<file path="src/rtl/uart_rx_fifo_pkg.sv">
// Shared types and constants for the UART receive buffer.
package uart_rx_fifo_pkg;

  typedef enum logic [1:0] {
    UART_RXF_EMPTY = 2'd0,
    UART_RXF_ARMED = 2'd1,
    UART_RXF_FIRED = 2'd2
  } rxf_state_e;

  localparam int DROP_CNT_W = 8;

  function automatic logic [DROP_CNT_W-1:0] sat_inc_drop(input logic [DROP_CNT_W-1:0] v);
    return (v == '1) ? v : v + DROP_CNT_W'(1);
  endfunction

endpackage

</file>
<file path="src/rtl/fifo_mem_sdp.sv">
// Simple dual-port memory: one write port, one registered read port.
module fifo_mem_sdp #(
  parameter int DATA_W = 9,
  parameter int DEPTH  = 16
) (
  input  logic                     clk,
  input  logic                     rst_n,
  input  logic                     wr_en,
  input  logic [$clog2(DEPTH)-1:0] wr_addr,
  input  logic [DATA_W-1:0]        wr_data,
  input  logic [$clog2(DEPTH)-1:0] rd_addr,
  output logic [DATA_W-1:0]        rd_data
);

  logic [DATA_W-1:0] mem_q [DEPTH];
  logic [DATA_W-1:0] rd_data_q;

  always_ff @(posedge clk) begin
    if (wr_en) mem_q[wr_addr] <= wr_data;
  end

  // Reading a location written on the same edge returns the old contents.
  always_ff @(posedge clk or negedge rst_n) begin
    if (!rst_n) rd_data_q <= '0;
    else        rd_data_q <= mem_q[rd_addr];
  end

  assign rd_data = rd_data_q;

endmodule

</file>
<file path="src/rtl/uart_rx_fifo.sv">
// Receive buffer behind the UART receiver: FWFT FIFO with error tags,
// overrun tracking and an inter-character idle timeout.
//
// state          | meaning
// UART_RXF_EMPTY | FIFO empty, timeout counter idle
// UART_RXF_ARMED | data buffered, counting ce ticks since last write
// UART_RXF_FIRED | timeout already pulsed, waiting for next write
module uart_rx_fifo
  import uart_rx_fifo_pkg::*;
#(
  parameter int DATA_WIDTH    = 8,
  parameter int DEPTH         = 16,
  parameter int TIMEOUT_WIDTH = 16
) (
  input  logic                     clk,
  input  logic                     rst_n,
  input  logic                     ce,
  input  logic [DATA_WIDTH-1:0]    rx_data,
  input  logic                     rx_ready,
  input  logic                     rx_error,
  input  logic [TIMEOUT_WIDTH-1:0] timeout_cycles,
  output logic [DATA_WIDTH-1:0]    m_data,
  output logic                     m_error,
  output logic                     m_valid,
  input  logic                     m_ready,
  output logic [$clog2(DEPTH):0]   level,
  output logic                     overrun,
  output logic [DROP_CNT_W-1:0]    drop_count,
  input  logic                     overrun_clear,
  output logic                     idle_timeout
);

  localparam int AW = $clog2(DEPTH);
  localparam int PW = AW + 1;
  localparam int CW = TIMEOUT_WIDTH + 1;

  logic [PW-1:0] wr_ptr_q, wr_ptr_d, rd_ptr_q, rd_ptr_d;
  logic          full, pop, wr_en, drop, bypass;
  logic          m_valid_q, byp_sel_q;
  logic [DATA_WIDTH:0] byp_word_q, mem_rd_word;

  logic                  overrun_q;
  logic [DROP_CNT_W-1:0] drop_cnt_q;

  rxf_state_e               state_q;
  logic [TIMEOUT_WIDTH-1:0] cnt_q, cnt_sat;
  logic [CW-1:0]            cnt_next;
  logic                     hit, idle_q;

  assign full   = (wr_ptr_q[AW-1:0] == rd_ptr_q[AW-1:0]) && (wr_ptr_q[AW] != rd_ptr_q[AW]);
  assign pop    = m_valid_q && m_ready;
  assign wr_en  = rx_ready && (!full || pop);
  assign drop   = rx_ready && full && !pop;

  assign wr_ptr_d = wr_ptr_q + PW'(wr_en);
  assign rd_ptr_d = rd_ptr_q + PW'(pop);

  // The written slot becomes the head: memory still returns stale data this edge.
  assign bypass = wr_en && (wr_ptr_q == rd_ptr_d);

  fifo_mem_sdp #(
    .DATA_W (DATA_WIDTH + 1),
    .DEPTH  (DEPTH)
  ) u_mem (
    .clk     (clk),
    .rst_n   (rst_n),
    .wr_en   (wr_en),
    .wr_addr (wr_ptr_q[AW-1:0]),
    .wr_data ({rx_error, rx_data}),
    .rd_addr (rd_ptr_d[AW-1:0]),
    .rd_data (mem_rd_word)
  );

  always_ff @(posedge clk or negedge rst_n) begin
    if (!rst_n) begin
      wr_ptr_q   <= '0;
      rd_ptr_q   <= '0;
      m_valid_q  <= 1'b0;
      byp_sel_q  <= 1'b0;
      byp_word_q <= '0;
    end else begin
      wr_ptr_q  <= wr_ptr_d;
      rd_ptr_q  <= rd_ptr_d;
      m_valid_q <= (wr_ptr_d != rd_ptr_d);
      byp_sel_q <= bypass;
      if (bypass) byp_word_q <= {rx_error, rx_data};
    end
  end

  assign {m_error, m_data} = byp_sel_q ? byp_word_q : mem_rd_word;
  assign m_valid = m_valid_q;
  assign level   = wr_ptr_q - rd_ptr_q;

  // A drop in the same cycle as a clear restarts the count at one.
  always_ff @(posedge clk or negedge rst_n) begin
    if (!rst_n) begin
      overrun_q  <= 1'b0;
      drop_cnt_q <= '0;
    end else if (drop) begin
      overrun_q  <= 1'b1;
      drop_cnt_q <= overrun_clear ? DROP_CNT_W'(1) : sat_inc_drop(drop_cnt_q);
    end else if (overrun_clear) begin
      overrun_q  <= 1'b0;
      drop_cnt_q <= '0;
    end
  end

  assign overrun    = overrun_q;
  assign drop_count = drop_cnt_q;

  assign cnt_next = {1'b0, cnt_q} + CW'(1);
  assign cnt_sat  = (cnt_q == '1) ? cnt_q : cnt_next[TIMEOUT_WIDTH-1:0];
  assign hit      = ce && (timeout_cycles != '0) && (cnt_next == {1'b0, timeout_cycles});

  always_ff @(posedge clk or negedge rst_n) begin
    if (!rst_n) begin
      state_q <= UART_RXF_EMPTY;
      cnt_q   <= '0;
      idle_q  <= 1'b0;
    end else begin
      idle_q <= 1'b0;
      if (wr_en) begin
        state_q <= UART_RXF_ARMED;
        cnt_q   <= '0;
      end else if (wr_ptr_d == rd_ptr_d) begin
        state_q <= UART_RXF_EMPTY;
        cnt_q   <= '0;
      end else begin
        case (state_q)
          UART_RXF_ARMED: begin
            if (ce) begin
              cnt_q <= cnt_sat;
              if (hit) begin
                idle_q  <= 1'b1;
                state_q <= UART_RXF_FIRED;
              end
            end
          end
          default: ;
        endcase
      end
    end
  end

  assign idle_timeout = idle_q;

endmodule

</file>
<file path="config.mk">
export PLATFORM = sky130hd
export DESIGN_NAME = uart_rx_fifo
export DESIGN_NICKNAME = d
export VERILOG_FILES = /design/src/rtl/uart_rx_fifo_pkg.sv /design/src/rtl/fifo_mem_sdp.sv /design/src/rtl/uart_rx_fifo.sv
export SDC_FILE = /design/constraint.sdc
export NUM_CORES = 1
export LEC_CHECK = 0
export ABC_AREA = 0
export BUFFER_PORTS_ARGS = -buffer_cell sky130_fd_sc_hd__buf_2
export CAP_MARGIN = 25
export CORE_ASPECT_RATIO = 1.2
export CORE_MARGIN = 5
export CORE_UTILIZATION = 40
export CTS_BUF_LIST = sky130_fd_sc_hd__clkbuf_8 sky130_fd_sc_hd__clkbuf_16
export DETAILED_ROUTE_END_ITERATION = 8
export PLACE_DENSITY = 0.64
export SETUP_SLACK_MARGIN = 0.5
export SLEW_MARGIN = 20
export SYNTH_ARGS = -nofsm -noshare
export SYNTH_HDL_FRONTEND = slang
export SYNTH_SLANG_ARGS = --single-unit
</file>
<file path="constraint.sdc">
create_clock -name clk -period 4 [get_ports clk]
set_input_delay 0.8 -clock clk [delete_from_list [all_inputs] [get_ports clk]]
set_output_delay 0.8 -clock clk [all_outputs]
set_load 0.01 [all_outputs]
</file>
# --- After elaboration in Yosys (flattened, before gate mapping) ---
# Memories as Yosys holds them, arrays and structs flattened. A register that Yosys moved wholly into a read port is not among the register bits.
# Index checks and enable logic that the tools add are counted.
op_classes:
  addsub: 5
  n_eq_ne: 11
  muxes: 24
  n_reduce_logical: 20
ops:
  columns: ["op", "count"]
  rows:
  - ["two-way mux 16 bit", 5]
  - ["two-way mux 8 bit", 4]
  - ["adder 16 x 1 -> 17 bit (second input constant)", 1]
  - ["equality test 17 x 16 -> 1 bit", 1]
  - ["equality test 16 bit (second input constant)", 1]
  - ["nonzero test 16 bit", 1]
  - ["adder 5 x 1 -> 5 bit", 2]
  - ["equality test 5 bit", 2]
  - ["two-way mux 2 bit", 5]
  - ["two-way mux 1 bit", 9]
  - ["two-way mux 9 bit", 1]
  - ["nonzero test 3 bit", 3]
  - ["adder 8 x 1 -> 8 bit (second input constant)", 1]
  - ["equality test 8 bit (second input constant)", 1]
  - ["logical AND 1 bit", 8]
  - ["AND reduction 3 bit", 2]
  - ["inequality test 5 bit", 1]
  - ["subtractor 5 bit", 1]
  - ["equality test 4 bit", 1]
  - ["logical NOT 1 bit", 3]
  - ["inequality test 3 x 2 -> 1 bit (second input constant)", 1]
  - ["equality test 2 x 1 -> 1 bit (second input constant)", 1]
  - ["inequality test 2 bit (second input constant)", 1]
  - ["AND reduction 2 bit", 1]
  - ["3 further kinds", 3]
word_totals:
  register_bits: 49
  ram_bits: 144
  mem_count: 1
mem_list:
  columns: ["memory", "words", "width", "read_ports", "rd_ports_with_merged_regs", "write_ports", "line_no", "rtl"]
  rows:
  - ["u_mem.mem_q", 16, 9, 1, 1, 1, "fifo_mem_sdp.sv:15", "logic [DATA_W-1:0] mem_q [DEPTH];"]

# --- Longest topological paths before layout ---
# Gate-level depths: netlist of the first run.
logic_depth:
  depth_word: 9
  ltp_mapped: 15

# --- Modules after synthesis ---
# A second synthesis of the first run with hierarchy kept.
unflattened:
  cells_unflattened: 569
  hier_area_um2: 8887.3
by_module_without_submodules:
  columns: ["mod", "instances", "cells_each", "area_each_um2", "seq_area_each_um2"]
  rows:
  - ["fifo_mem_sdp", 1, 254, 5825.6, 4549.4]
  - ["uart_rx_fifo", 1, 315, 3061.7, 1226.2]

# --- Least setup slack after synthesis of the first run ---
# OpenSTA, ideal clock, no wires.
synth_timing:
  kind: "register to register"
  start: "reg wr_ptr_q[0]"
  end: "reg idle_q (netlist: idle_timeout)"
  setup_ns: 0.068
  t_arrival_ns: 3.144
  required_ns: 3.932
  path_slack_ns: 0.788
  stages_incl_launch_ff: 16
  path_buffers: 2
  period_less_slack_ns: 3.212
  path_cell_list: "dfrtp_1 clkbuf_1 inv_1 ha_1 nand4_1 o31ai_4 inv_1 ha_1 ha_1 xor2_1 xnor2_1 and3_1 a31o_2 buf_2 nor4_1 and4b_1"
synth_via:
  elab_chain_len: 9
synth_lines:
  columns: ["element", "line_no", "rtl"]
  rows:
  - ["from (decl)", "uart_rx_fifo.sv:37", "logic [PW-1:0] wr_ptr_q, wr_ptr_d, rd_ptr_q, rd_ptr_d;"]
  - ["from (signal assigned)", "uart_rx_fifo.sv:82", "wr_ptr_q <= wr_ptr_d;"]
  - ["equality test 4 bit", "uart_rx_fifo.sv:50", "assign full = (wr_ptr_q[AW-1:0] == rd_ptr_q[AW-1:0]) && (wr_ptr_q[AW] != rd_ptr_q[AW]);"]
  - ["logical AND 1 bit", "uart_rx_fifo.sv:50", null]
  - ["logical NOT 1 bit", "uart_rx_fifo.sv:52", "assign wr_en = rx_ready && (!full || pop);"]
  - ["logical OR 1 bit", "uart_rx_fifo.sv:52", null]
  - ["logical AND 1 bit", "uart_rx_fifo.sv:52", null]
  - ["net u_mem.wr_en", "fifo_mem_sdp.sv:8", "input logic wr_en,"]
  - ["adder 5 x 1 -> 5 bit", "uart_rx_fifo.sv:55", "assign wr_ptr_d = wr_ptr_q + PW'(wr_en);"]
  - ["net wr_ptr_d[2]", "uart_rx_fifo.sv:37", null]
  - ["equality test 5 bit", "uart_rx_fifo.sv:125", "end else if (wr_ptr_d == rd_ptr_d) begin"]
  - ["two-way mux 1 bit", "uart_rx_fifo.sv:125", null]
  - ["two-way mux 1 bit", "uart_rx_fifo.sv:122", "if (wr_en) begin"]
  - ["to (signal assigned)", "uart_rx_fifo.sv:119", "idle_q <= 1'b0;"]
  - ["to (signal assigned)", "uart_rx_fifo.sv:121", "idle_q <= 1'b0;"]
  - ["to (signal assigned)", "uart_rx_fifo.sv:134", "idle_q <= 1'b1;"]
  - ["to (decl)", "uart_rx_fifo.sv:48", "logic hit, idle_q;"]
# The timed path passes the listed nets, and every way through them passes these cells.
# A chain may end at the register's enable or synchronous reset.

# --- Final worst setup path of the first run ---
layout_timing:
  start: "reg wr_ptr_q[2]"
  end: "reg idle_q (netlist: idle_timeout)"
# The elaborated chain is that of the path after synthesis.

==> results.toml, run 1 <==
[critical_path]
critPathMaxStageDelay_ns = 0.56
cpMostUsedCell = "ha_1"
timing_worst_setup_path_type = "flip-flop to flip-flop"
cp-end-kind = "flip-flop"
cp.arrival_ns = 3.64
crit_chain = "ha_4, nand4_1, o31ai_4, inv_1, ha_1, ha_1, xor2_1, xnor2_1, and3_1, a31o_2, nor4_1, and4b_1"
crit_fanout = 12
path_delay_family = "simple AND/OR/NAND/NOR gates"
slowest_stage = "dfrtp_1"
start_kind = "flip-flop"
path_buf_inv = 1
required_ns = 4.43

[sta]
layout_min_cycle_time_ns = 3.209
tightestPinTransition_ns = 0.9862
fmax_mhz = 311.6
tns_ns = 0
finalCritPeriodShare_pct = 80.23
rsz0062_at_grt = "false"
setup_viol = 0
slew-limit-headroom_pct = 34.01
fin_skew_ns = 0.02826
hold_violations = 0
drv_slew = 0
holdWs_ns = 0.4243

[detailed_routing]
drcViolationCount = 0
drt_iter0_markers = 249
dr_total_vias = 5256
antenna_left = 0
wire_per_inst_um = 20.11
drt_wl_total_um = 19250
avgViaCountPerCell = 5.492
firstDrtPassIters = 5

[finish]
fillers = 1898
layout.nets = 709
drive_above_1_share_pct = 25.77
antenna_cells = 0
multiInputGateArea_um2 = 2982
regArea_um2 = 5778
areaGrowthSynthToFinish_pct = 15.69
final_cell_mix = "144 x edfxtp_1, 60 x nand2_1, 56 x dfrtp_1, 56 x buf_2"
fin_cells = 957
final_area_um2 = 10310
layout_commonest_cell = "edfxtp_1"

[die]
ios = 56
fp.dieH_um = 173.5
fp-row-count = 59
core-area_um2 = 21850
die_w_um = 146.3
die_area_um2 = 25380
start_util_pct = 40.80

[clock_tree]
root_buffer = "clkbuf_16"
cts_tree = "built"
clkSinkCount = 202
htreeDepth = 1
cts.reportedPaths.clkPinSlew_ns = 0.06
cts.path.max_buffers = 3
insertion_delay_ns = 0.52
numCtsBuffers = 22

[synth]
synth_flop_cell = "edfxtp_1"
syn-instance-count = 603
seq_area_frac_synth_pct = 64.79
synth_warnings = 0
syn-cell-area_um2 = 8915
postSynthAreaPerCell_um2 = 14.78
ys_seq_elements = 202
synth_cell_type_count = 55
synth_edf_count = 144
synthArstFlopShare_pct = 28.71
synth.net_count = 645

[placement]
dp_hpwl_um = 12810
dp_cells = 915
place_area_um2 = 9552
port_buffers = 55
routabilityCongestion = 0.8281

[pwr]
peakVddDrop_uv = 488.4
power.density_nw_per_um2 = 752.0
leakage_nw = 3.754

[grt]
grt_antenna_before_repair = 0
grt_max_degree = 39
grt_pass1_vias = 5644
grt_pass1_wl_um = 31480
use_met3_pct = 3.530
busiest_layer = "met2"
grt_util_all_layers_pct = 15.36
overflow = 0
use_met1_pct = 20.34
use_met2_pct = 25.56

[hold_path]
hp-class = "input pin to async pin"

[job]
maxCapViolCount = 0

[run_status]
outcome = "finished clean"
-- cell usage after synthesis, types with 3 or more instances --
library cell | count | area [um^2]
clkbuf_1 | 20 | 75.07
xnor2_1 | 33 | 289.0
buf_2 | 11 | 55.05
nand4_1 | 13 | 81.33
nor4_1 | 11 | 68.82
nor2_1 | 36 | 135.1
nand3_1 | 14 | 70.07
nand2b_1 | 6 | 37.54
a21oi_1 | 8 | 40.04
dfrtp_1 | 58 | 1451
and2_1 | 3 | 18.77
nand2_1 | 60 | 225.2
xor2_1 | 22 | 192.7
o211ai_1 | 3 | 22.52
mux2_2 | 18 | 202.7
o21ai_0 | 5 | 25.02
nor3_1 | 6 | 30.03
a31oi_1 | 12 | 75.07
edfxtp_1 | 144 | 4324
and4_1 | 4 | 35.03
mux4_2 | 36 | 810.8
ha_1 | 10 | 125.1
and3_1 | 17 | 106.4
inv_1 | 12 | 45.04
-- routing by layer --
| metal | vias up | share of wire [%] | wire length, um |
|---|---|---|---|
| met5 | - | 0 | 0 |
| met1 | 2646 | 43 | 8348 |
| met4 | 0 | 2.5 | 473 |
| met2 | 161 | 48 | 9295 |
| met3 | 37 | 5.9 | 1128 |
| li1 | 2412 | - | - |
-- report_power, final --
group	leakage (nW)	internal (mW)	switching, mW
Sequential	2.04	2.58	0.212
Combinational	1.34	1.36	1.61
Clock	0.366	1.18	0.816
Total	3.75	5.12	2.64
-- registers in the layout, summed over array words and instances, names as in the netlist --
name           flops
u_mem.mem_q      144
cnt_q             16
byp_word_q         9
u_mem.rd_data      9
drop_count         8
rd_ptr_q           5
wr_ptr_q           5
state_q            2
byp_sel_q          1
idle_timeout       1
m_valid            1
overrun            1
-- kinds of logic after synthesis --
kind of cell,share of synthesized area [%]
XOR/XNOR,5.403
AND/OR/NAND/NOR,10.58
AO/OA/AOI/OAI,3.789
buffers and inverters,2.217
adder cells (fa/ha/maj),1.628
multiplexers,11.59
flip-flops,64.79
-- final cells by class --
cell class | count | share of cell area [%]
Sequential cell | 202 | 56.02
Multi-Input combinational cell | 353 | 28.91
Clock buffer | 24 | 5.605
Timing Repair Buffer | 73 | 4.076
Tap cell | 274 | 3.324
Clock inverter | 16 | 1.516
Inverter | 15 | 0.5459
-- worst paths after layout --
check | start | endpoint | slack (ns) | cells past startpoint
worst max-delay path | wr_ptr_q[2]$_DFF_PN0_ | idle_timeout$_DFF_PN0_ | 0.79 | 12
worst min-delay path | rst_n | wr_ptr_q[0]$_DFF_PN0_ | 0.42 | 1
worst max register to register | wr_ptr_q[2]$_DFF_PN0_ | idle_timeout$_DFF_PN0_ | 0.79 | 12
worst min register to register | byp_word_q[3]$_DFFE_PN0P_ | byp_word_q[3]$_DFFE_PN0P_ | 0.50 | 1
max in group asynchronous | rst_n | cnt_q[11]$_DFFE_PN0P_ | 2.71 | 2
min in group clk | byp_word_q[3]$_DFFE_PN0P_ | byp_word_q[3]$_DFFE_PN0P_ | 0.50 | 1
-- through the flow --
stage	util (%)	setup slack [ns]	power [mW]
after floorplan	-	0.7884	4.862
after global placement	43.71	0.6746	5.726
after detailed placement	43.71	0.5037	5.788
after CTS	47.11	0.7305	7.814
after global routing	47.20	0.5226	8.240
final	47.20	0.7908	7.756
-- what timing repair did --
| action | CTS | global route |
|---|---|---|
| setup buffers | 1 | 0 |
| hold buffers | 0 | 0 |
| endpoints found under the setup margin | 1 | 1 |
| resized for setup | 0 | 3 |
| pin swaps | 1 | 0 |
(Power assumes the default switching activity.)
==> run 2: changes to the inputs <==
--- a/config.mk
+++ b/config.mk
@@ -5,7 +5,7 @@
 export SDC_FILE = /design/constraint.sdc
 export NUM_CORES = 1
 export LEC_CHECK = 0
-export ABC_AREA = 0
+export ABC_AREA = 1
 export BUFFER_PORTS_ARGS = -buffer_cell sky130_fd_sc_hd__buf_2
 export CAP_MARGIN = 25
 export CORE_ASPECT_RATIO = 1.2
@@ -13,7 +13,7 @@
 export CORE_UTILIZATION = 40
 export CTS_BUF_LIST = sky130_fd_sc_hd__clkbuf_8 sky130_fd_sc_hd__clkbuf_16
 export DETAILED_ROUTE_END_ITERATION = 8
-export PLACE_DENSITY = 0.64
+export PLACE_DENSITY = 0.66
 export SETUP_SLACK_MARGIN = 0.5
 export SLEW_MARGIN = 20
 export SYNTH_ARGS = -nofsm -noshare
==> constraint.sdc (replaced) <==
create_clock -name clk -period 2.91 [get_ports clk]
set_input_delay 0.582 -clock clk [delete_from_list [all_inputs] [get_ports clk]]
set_output_delay 0.582 -clock clk [all_outputs]
set_load 0.01 [all_outputs]
==> run 2 against run 1 <==
Against the previous run:
- clock skew down 0.0034 ns
- wire length up 16%
- largest cell class unchanged
- combinational power up 86%
- synthesized cell count up 43%
- non-clock buffer count up 34
- global-route usage up 1.3 points
- critical path depth up 4
==> results.toml, run 2 <==
[run_status]
outcome = "finished clean"

[synth]
ys_seq_elements = 202
synth_warnings = 0
syn-instance-count = 864
synth.most_common_cell = "nand2_1"
ys_top_cells_by_area = "edfxtp_1 46%, dfrtp_1 16%, nand2_1 6.9%"
synth_top_cell_area_share_pct = 46.48
yosysTopAreaCell = "edfxtp_1"
synth_flop_cell = "edfxtp_1"
syn-cell-area_um2 = 9303
synthArstFlopShare_pct = 28.71
synth_edf_count = 144
synth_common_cells = "170 x nand2_1, 144 x edfxtp_1, 102 x nor2_1, 78 x inv_1, 58 x dfrtp_1"
synth_cell_type_count = 40
postSynthAreaPerCell_um2 = 10.77
synth.net_count = 906
seq_area_frac_synth_pct = 62.08

[die]
fp-row-count = 61
start_util_pct = 40.36
fp.dieH_um = 177.1
ios = 56
core-area_um2 = 23050
die_area_um2 = 26420
die_w_um = 149.2

[finish]
reg_top3 = "u_mem.mem_q (144), cnt_q (16)"
antenna_cells = 0
layout_commonest_cell = "nand2_1"
layout.nets = 1009
top_register = "u_mem.mem_q"
final_area_um2 = 11410
largest_reg_flops = 144
areaGrowthSynthToFinish_pct = 22.61
drive_above_1_share_pct = 24.75
final_cell_mix = "155 x nand2_1, 144 x edfxtp_1, 85 x nor2_1, 69 x inv_1, 55 x dfrtp_1"

[clock_tree]
root_buffer = "clkbuf_16"
htreeDepth = 1
clkSinkCount = 202
insertion_delay_ns = 0.51
cts.reportedPaths.clkPinSlew_ns = 0.06
numCtsBuffers = 22
cts.path.max_buffers = 3
cts_tree = "built"

[pwr]
p_comb_share_pct = 46.1
power.share.sequential_pct = 31.2
switching_share_pct = 38.90
clkPwrFrac_pct = 22.7
power.density_nw_per_um2 = 1048
peakVddDrop_uv = 545.6
p_int_mw = 7.300
leakage_nw = 4.589
p_switching_mw = 4.648

[detailed_routing]
drt_wl_total_um = 22310
firstDrtPassIters = 5
avgViaCountPerCell = 5.119
antenna_left = 0
wire_per_inst_um = 17.20
drcViolationCount = 0
drt_iter0_markers = 436
dr_total_vias = 6639

[critical_path]
regToRegSetupSlack_ns = 0.27
cp.arrival_ns = 3.03
crit_fanout = 6
start_kind = "flip-flop"
cp-end-kind = "flip-flop"
required_ns = 3.29
timing_worst_setup_path_type = "flip-flop to flip-flop"

[sta]
slew-limit-headroom_pct = 55.73
tns_ns = 0
fin_skew_ns = 0.02485
setup_viol = 0
finalCritPeriodShare_pct = 90.87
tightestPinTransition_ns = 0.6633
drv_slew = 0
fmax_mhz = 378.2
rsz0062_at_grt = "true"
hold_violations = 0
layout_min_cycle_time_ns = 2.644

[grt]
grt_antenna_before_repair = 0
grt_pass1_vias = 6529
overflow = 0
grt_util_all_layers_pct = 16.65
grt_pass1_wl_um = 34710
grt_max_degree = 47

[placement]
port_buffers = 55
dp_hpwl_um = 14410
routabilityCongestion = 0.8644
place_area_um2 = 10150

[hold_path]
hp-class = "input pin to flip-flop"

[job]
maxCapViolCount = 0
[run 2: cells by family after synthesis]
kind of cell / count (synthesis) / share of synthesized area [%]
buffers and inverters: 112 / 4.761
and+or+nand+nor: 365 / 17.11
DFF: 202 / 62.08
xor gates and xnor gates: 18 / 1.937
muxes: 45 / 4.963
AOI/OAI and AO/OA: 111 / 7.586
adders and majority gates: 11 / 1.560
[run 2: path summary, 6_finish.rpt]
path | start | end | depth (start not counted)
max | wr_ptr_q[2]$_DFF_PN0_ | cnt_q[5]$_DFFE_PN0P_ | 16
min | overrun_clear | drop_count[4]$_DFFE_PN0P_ | 3
max reg2reg | wr_ptr_q[2]$_DFF_PN0_ | cnt_q[5]$_DFFE_PN0P_ | 16
min reg2reg | byp_word_q[5]$_DFFE_PN0P_ | byp_word_q[5]$_DFFE_PN0P_ | 2
max in group asynchronous | rst_n | byp_word_q[5]$_DFFE_PN0P_ | 4
min in group asynchronous | rst_n | cnt_q[8]$_DFFE_PN0P_ | 2
[run 2: power groups by stage]
stage / clock (mW) / sequential [mW] / combinational [mW]
finish: 2.71 / 3.73 / 5.51
CTS: 2.76 / 3.73 / 5.25
global route: 2.90 / 3.77 / 5.99
floorplan: 0 / 3.79 / 3.13
detailed placement: 0 / 3.79 / 4.82
global placement: 0 / 3.78 / 4.76
[run 2: through the flow]
step | worst slack, ns | std cells | total power [mW] | hold WS [ns] | util [%]
2_1_floorplan | 0.2570 | 864 | 6.926 | 0.2864 | -
3_3_place_gp | 0.1338 | 1232 | 8.533 | 0.4581 | 44.05
3_5_place_dp | 0.01211 | 1232 | 8.607 | 0.4640 | 44.05
4_1_cts | 0.2934 | 1283 | 11.75 | 0.2413 | 48.15
5_1_grt | 0.1487 | 1297 | 12.66 | 0.3594 | 49.48
6_report | 0.2658 | 1297 | 11.95 | 0.3710 | 49.48
[run 2: area by class of cell]
cell class              count  area, um^2
clock buffers              22       550.5
clock inverters            17       156.4
fillers                  2051       11640
inverters                  84       330.3
multi-input cells         550        3376
flip-flops and latches    202        5779
well taps                 315       394.1
repair buffers            107       819.5
[run 2: timing repair]
item / 4_1_cts / 5_1_grt
resized for setup: 45 / 35
hold buffers: 0 / 1
endpoints found under the hold margin: 0 / 9
pin swaps: 14 / 8
setup buffers: 11 / 12
setup endpoints to repair: 150 / 94
cloned: 1 / 0
[run 2: layer usage]
layer / track usage (%) / wire length (um)
met5: 0 / 0
met1: 21.24 / 9342
met2: 29.40 / 11440
met3: 2.433 / 948
met4: 4.884 / 581
[run 2: worst max-delay path, cell delays in order (launching register included)]
cell,delay (ns)
dfrtp_1,0.41
ha_4,0.30
inv_4,0.04
nor3_4,0.19
nand3_1,0.10
nand2_2,0.12
inv_4,0.05
ha_4,0.16
ha_4,0.16
xnor2_2,0.14
xnor2_1,0.19
nand3_2,0.13
nor3_4,0.18
nor2_4,0.09
clkbuf_16,0.17
nand2_2,0.05
inv_1,0.03
==> run 3: changes to the inputs <==
--- a/config.mk
+++ b/config.mk
@@ -13,7 +13,7 @@
 export CORE_UTILIZATION = 40
 export CTS_BUF_LIST = sky130_fd_sc_hd__clkbuf_8 sky130_fd_sc_hd__clkbuf_16
 export DETAILED_ROUTE_END_ITERATION = 8
-export PLACE_DENSITY = 0.66
+export PLACE_DENSITY = 0.6
 export SETUP_SLACK_MARGIN = 0.5
 export SLEW_MARGIN = 20
 export SYNTH_ARGS = -nofsm -noshare
==> run 3 against run 2 <==
Against the previous run:
- combinational power is 2% lower
- flip-flop and latch count unchanged
- global-route usage about the same
- worst hold slack got worse by 0.33 ns
- power decreased by 1.7%
- critical endpoint is now cnt_q[7]$_DFFE_PN0P_
- largest cell class unchanged
==> results.toml, run 3 (synthesis results as in run 2) <==
[grt]
overflow = 0
grt_pass1_wl_um = 35040
grt_util_all_layers_pct = 16.70
grt_max_degree = 39
grt_antenna_before_repair = 0
grt_pass1_vias = 6584

[detailed_routing]
antenna_left = 0
drt_wl_total_um = 21680
drcViolationCount = 0
drt_iter0_markers = 384
dr_total_vias = 6483
firstDrtPassIters = 4
wire_per_inst_um = 16.67
avgViaCountPerCell = 4.983

[die]
core-area_um2 = 23050
start_util_pct = 40.36
ios = 56
fp.dieH_um = 177.1
fp-row-count = 61
die_w_um = 149.2
die_area_um2 = 26420

[sta]
slew-limit-headroom_pct = 59.68
layout_min_cycle_time_ns = 2.678
setup_viol = 0
hold_violations = 0
fin_skew_ns = 0.01862
tightestPinTransition_ns = 0.6042
finalCritPeriodShare_pct = 92.04
rsz0062_at_grt = "true"
drv_slew = 0
fmax_mhz = 373.4
tns_ns = 0

[finish]
layout.nets = 1012
post-route-util_pct = 49.03
reg_top3 = "u_mem.mem_q (144), cnt_q (16)"
top_register = "u_mem.mem_q"
regArea_um2 = 5778
antenna_cells = 0
fin_cells = 1301
fillers = 2078
final_cell_mix = "154 x nand2_1, 144 x edfxtp_1, 99 x nor2_1, 70 x inv_1, 56 x dfrtp_1"
largest_reg_flops = 144
areaGrowthSynthToFinish_pct = 21.49
drive_above_1_share_pct = 23.63
multiInputGateArea_um2 = 3343
layout_commonest_cell = "nand2_1"

[clock_tree]
insertion_delay_ns = 0.50
cts_tree = "built"
numCtsBuffers = 22
cts.path.max_buffers = 3
cts.reportedPaths.clkPinSlew_ns = 0.06
htreeDepth = 1
clkSinkCount = 202
root_buffer = "clkbuf_16"

[critical_path]
crit_chain = "ha_4, inv_4, nor3_4, nand3_1, nand2_2, inv_4, ha_4, ha_4, xnor2_2, xnor2_1, nand3_2, nor3_4, nor2_4, clkbuf_16, nand2_2, inv_2"
start_kind = "flip-flop"
path_buf_inv = 4
path_delay_family = "simple AND/OR/NAND/NOR gates"
regToRegSetupSlack_ns = 0.23
cp-end-kind = "flip-flop"
critPathMaxStageDelay_ns = 0.41
crit_fanout = 5
slowest_stage = "dfrtp_1"
required_ns = 3.31
cp.arrival_ns = 3.07
timing_worst_setup_path_type = "flip-flop to flip-flop"
cpMostUsedCell = "ha_4"

[pwr]
peakVddDrop_uv = 595.2
power.density_nw_per_um2 = 1040
leakage_nw = 4.614
power_mw = 11.75

[run_status]
outcome = "finished clean"

[job]
maxCapViolCount = 0

[placement]
dp_hpwl_um = 14560
port_buffers = 55
routabilityCongestion = 0.8421
dp_cells = 1243

[hold_path]
hp-class = "input pin to async pin"
-- run 3: path summary, 6_finish.rpt --
kind,from,end,depth (start not counted)
worst max-delay path,wr_ptr_q[2]$_DFF_PN0_,cnt_q[7]$_DFFE_PN0P_,16
worst min-delay path,rst_n,cnt_q[4]$_DFFE_PN0P_,1
worst max register to register,wr_ptr_q[2]$_DFF_PN0_,cnt_q[7]$_DFFE_PN0P_,16
worst min register to register,overrun$_DFFE_PN0P_,overrun$_DFFE_PN0P_,2
max in group asynchronous,rst_n,u_mem.rd_data[1]$_DFF_PN0_,2
min in group clk,overrun_clear,drop_count[4]$_DFFE_PN0P_,3
-- run 3: per-layer routing --
metal | vias to the layer above | global-route usage [%] | wire length [um]
li1 | 3202 | - | -
met1 | 3116 | 21.52 | 9041
met2 | 132 | 29.57 | 11030
met3 | 33 | 2.305 | 1134
met4 | 0 | 4.426 | 472
met5 | - | 0 | 0
-- run 3: repair_timing --
| action | CTS | global route |
|---|---|---|
| gates cloned | 1 | 0 |
| gates resized for setup | 32 | 31 |
| hold buffers | 0 | 0 |
| pin swaps | 13 | 6 |
| setup endpoints to repair | 42 | 44 |
| buffers inserted | 14 | 3 |
-- run 3: power breakdown --
part,total (mW),switching [mW],internal (mW)
clock,2.61,1.09,1.52
combinational,5.39,3.16,2.23
sequential,3.75,0.199,3.55
-- run 3: metrics by stage --
stage / setup WS, ns / hold slack [ns] / cell area [um^2]
2_1_floorplan: 0.2570 / 0.2864 / 9375
3_3_place_gp: 0.1207 / 0.4587 / 10250
3_5_place_dp: 0.03640 / 0.4639 / 10250
4_1_cts: 0.2760 / 0.04874 / 11160
5_1_grt: 0.1090 / 0.07855 / 11300
6_report: 0.2318 / 0.04499 / 11300
-- run 3: cell type report --
type / count / share of cell area (%)
Inverter: 84 / 2.878
Timing Repair Buffer: 110 / 6.908
Tap cell: 315 / 3.487
Clock buffer: 23 / 5.092
Clock inverter: 17 / 0.9299
Multi-Input combinational cell: 550 / 29.58
Sequential cell: 202 / 51.12
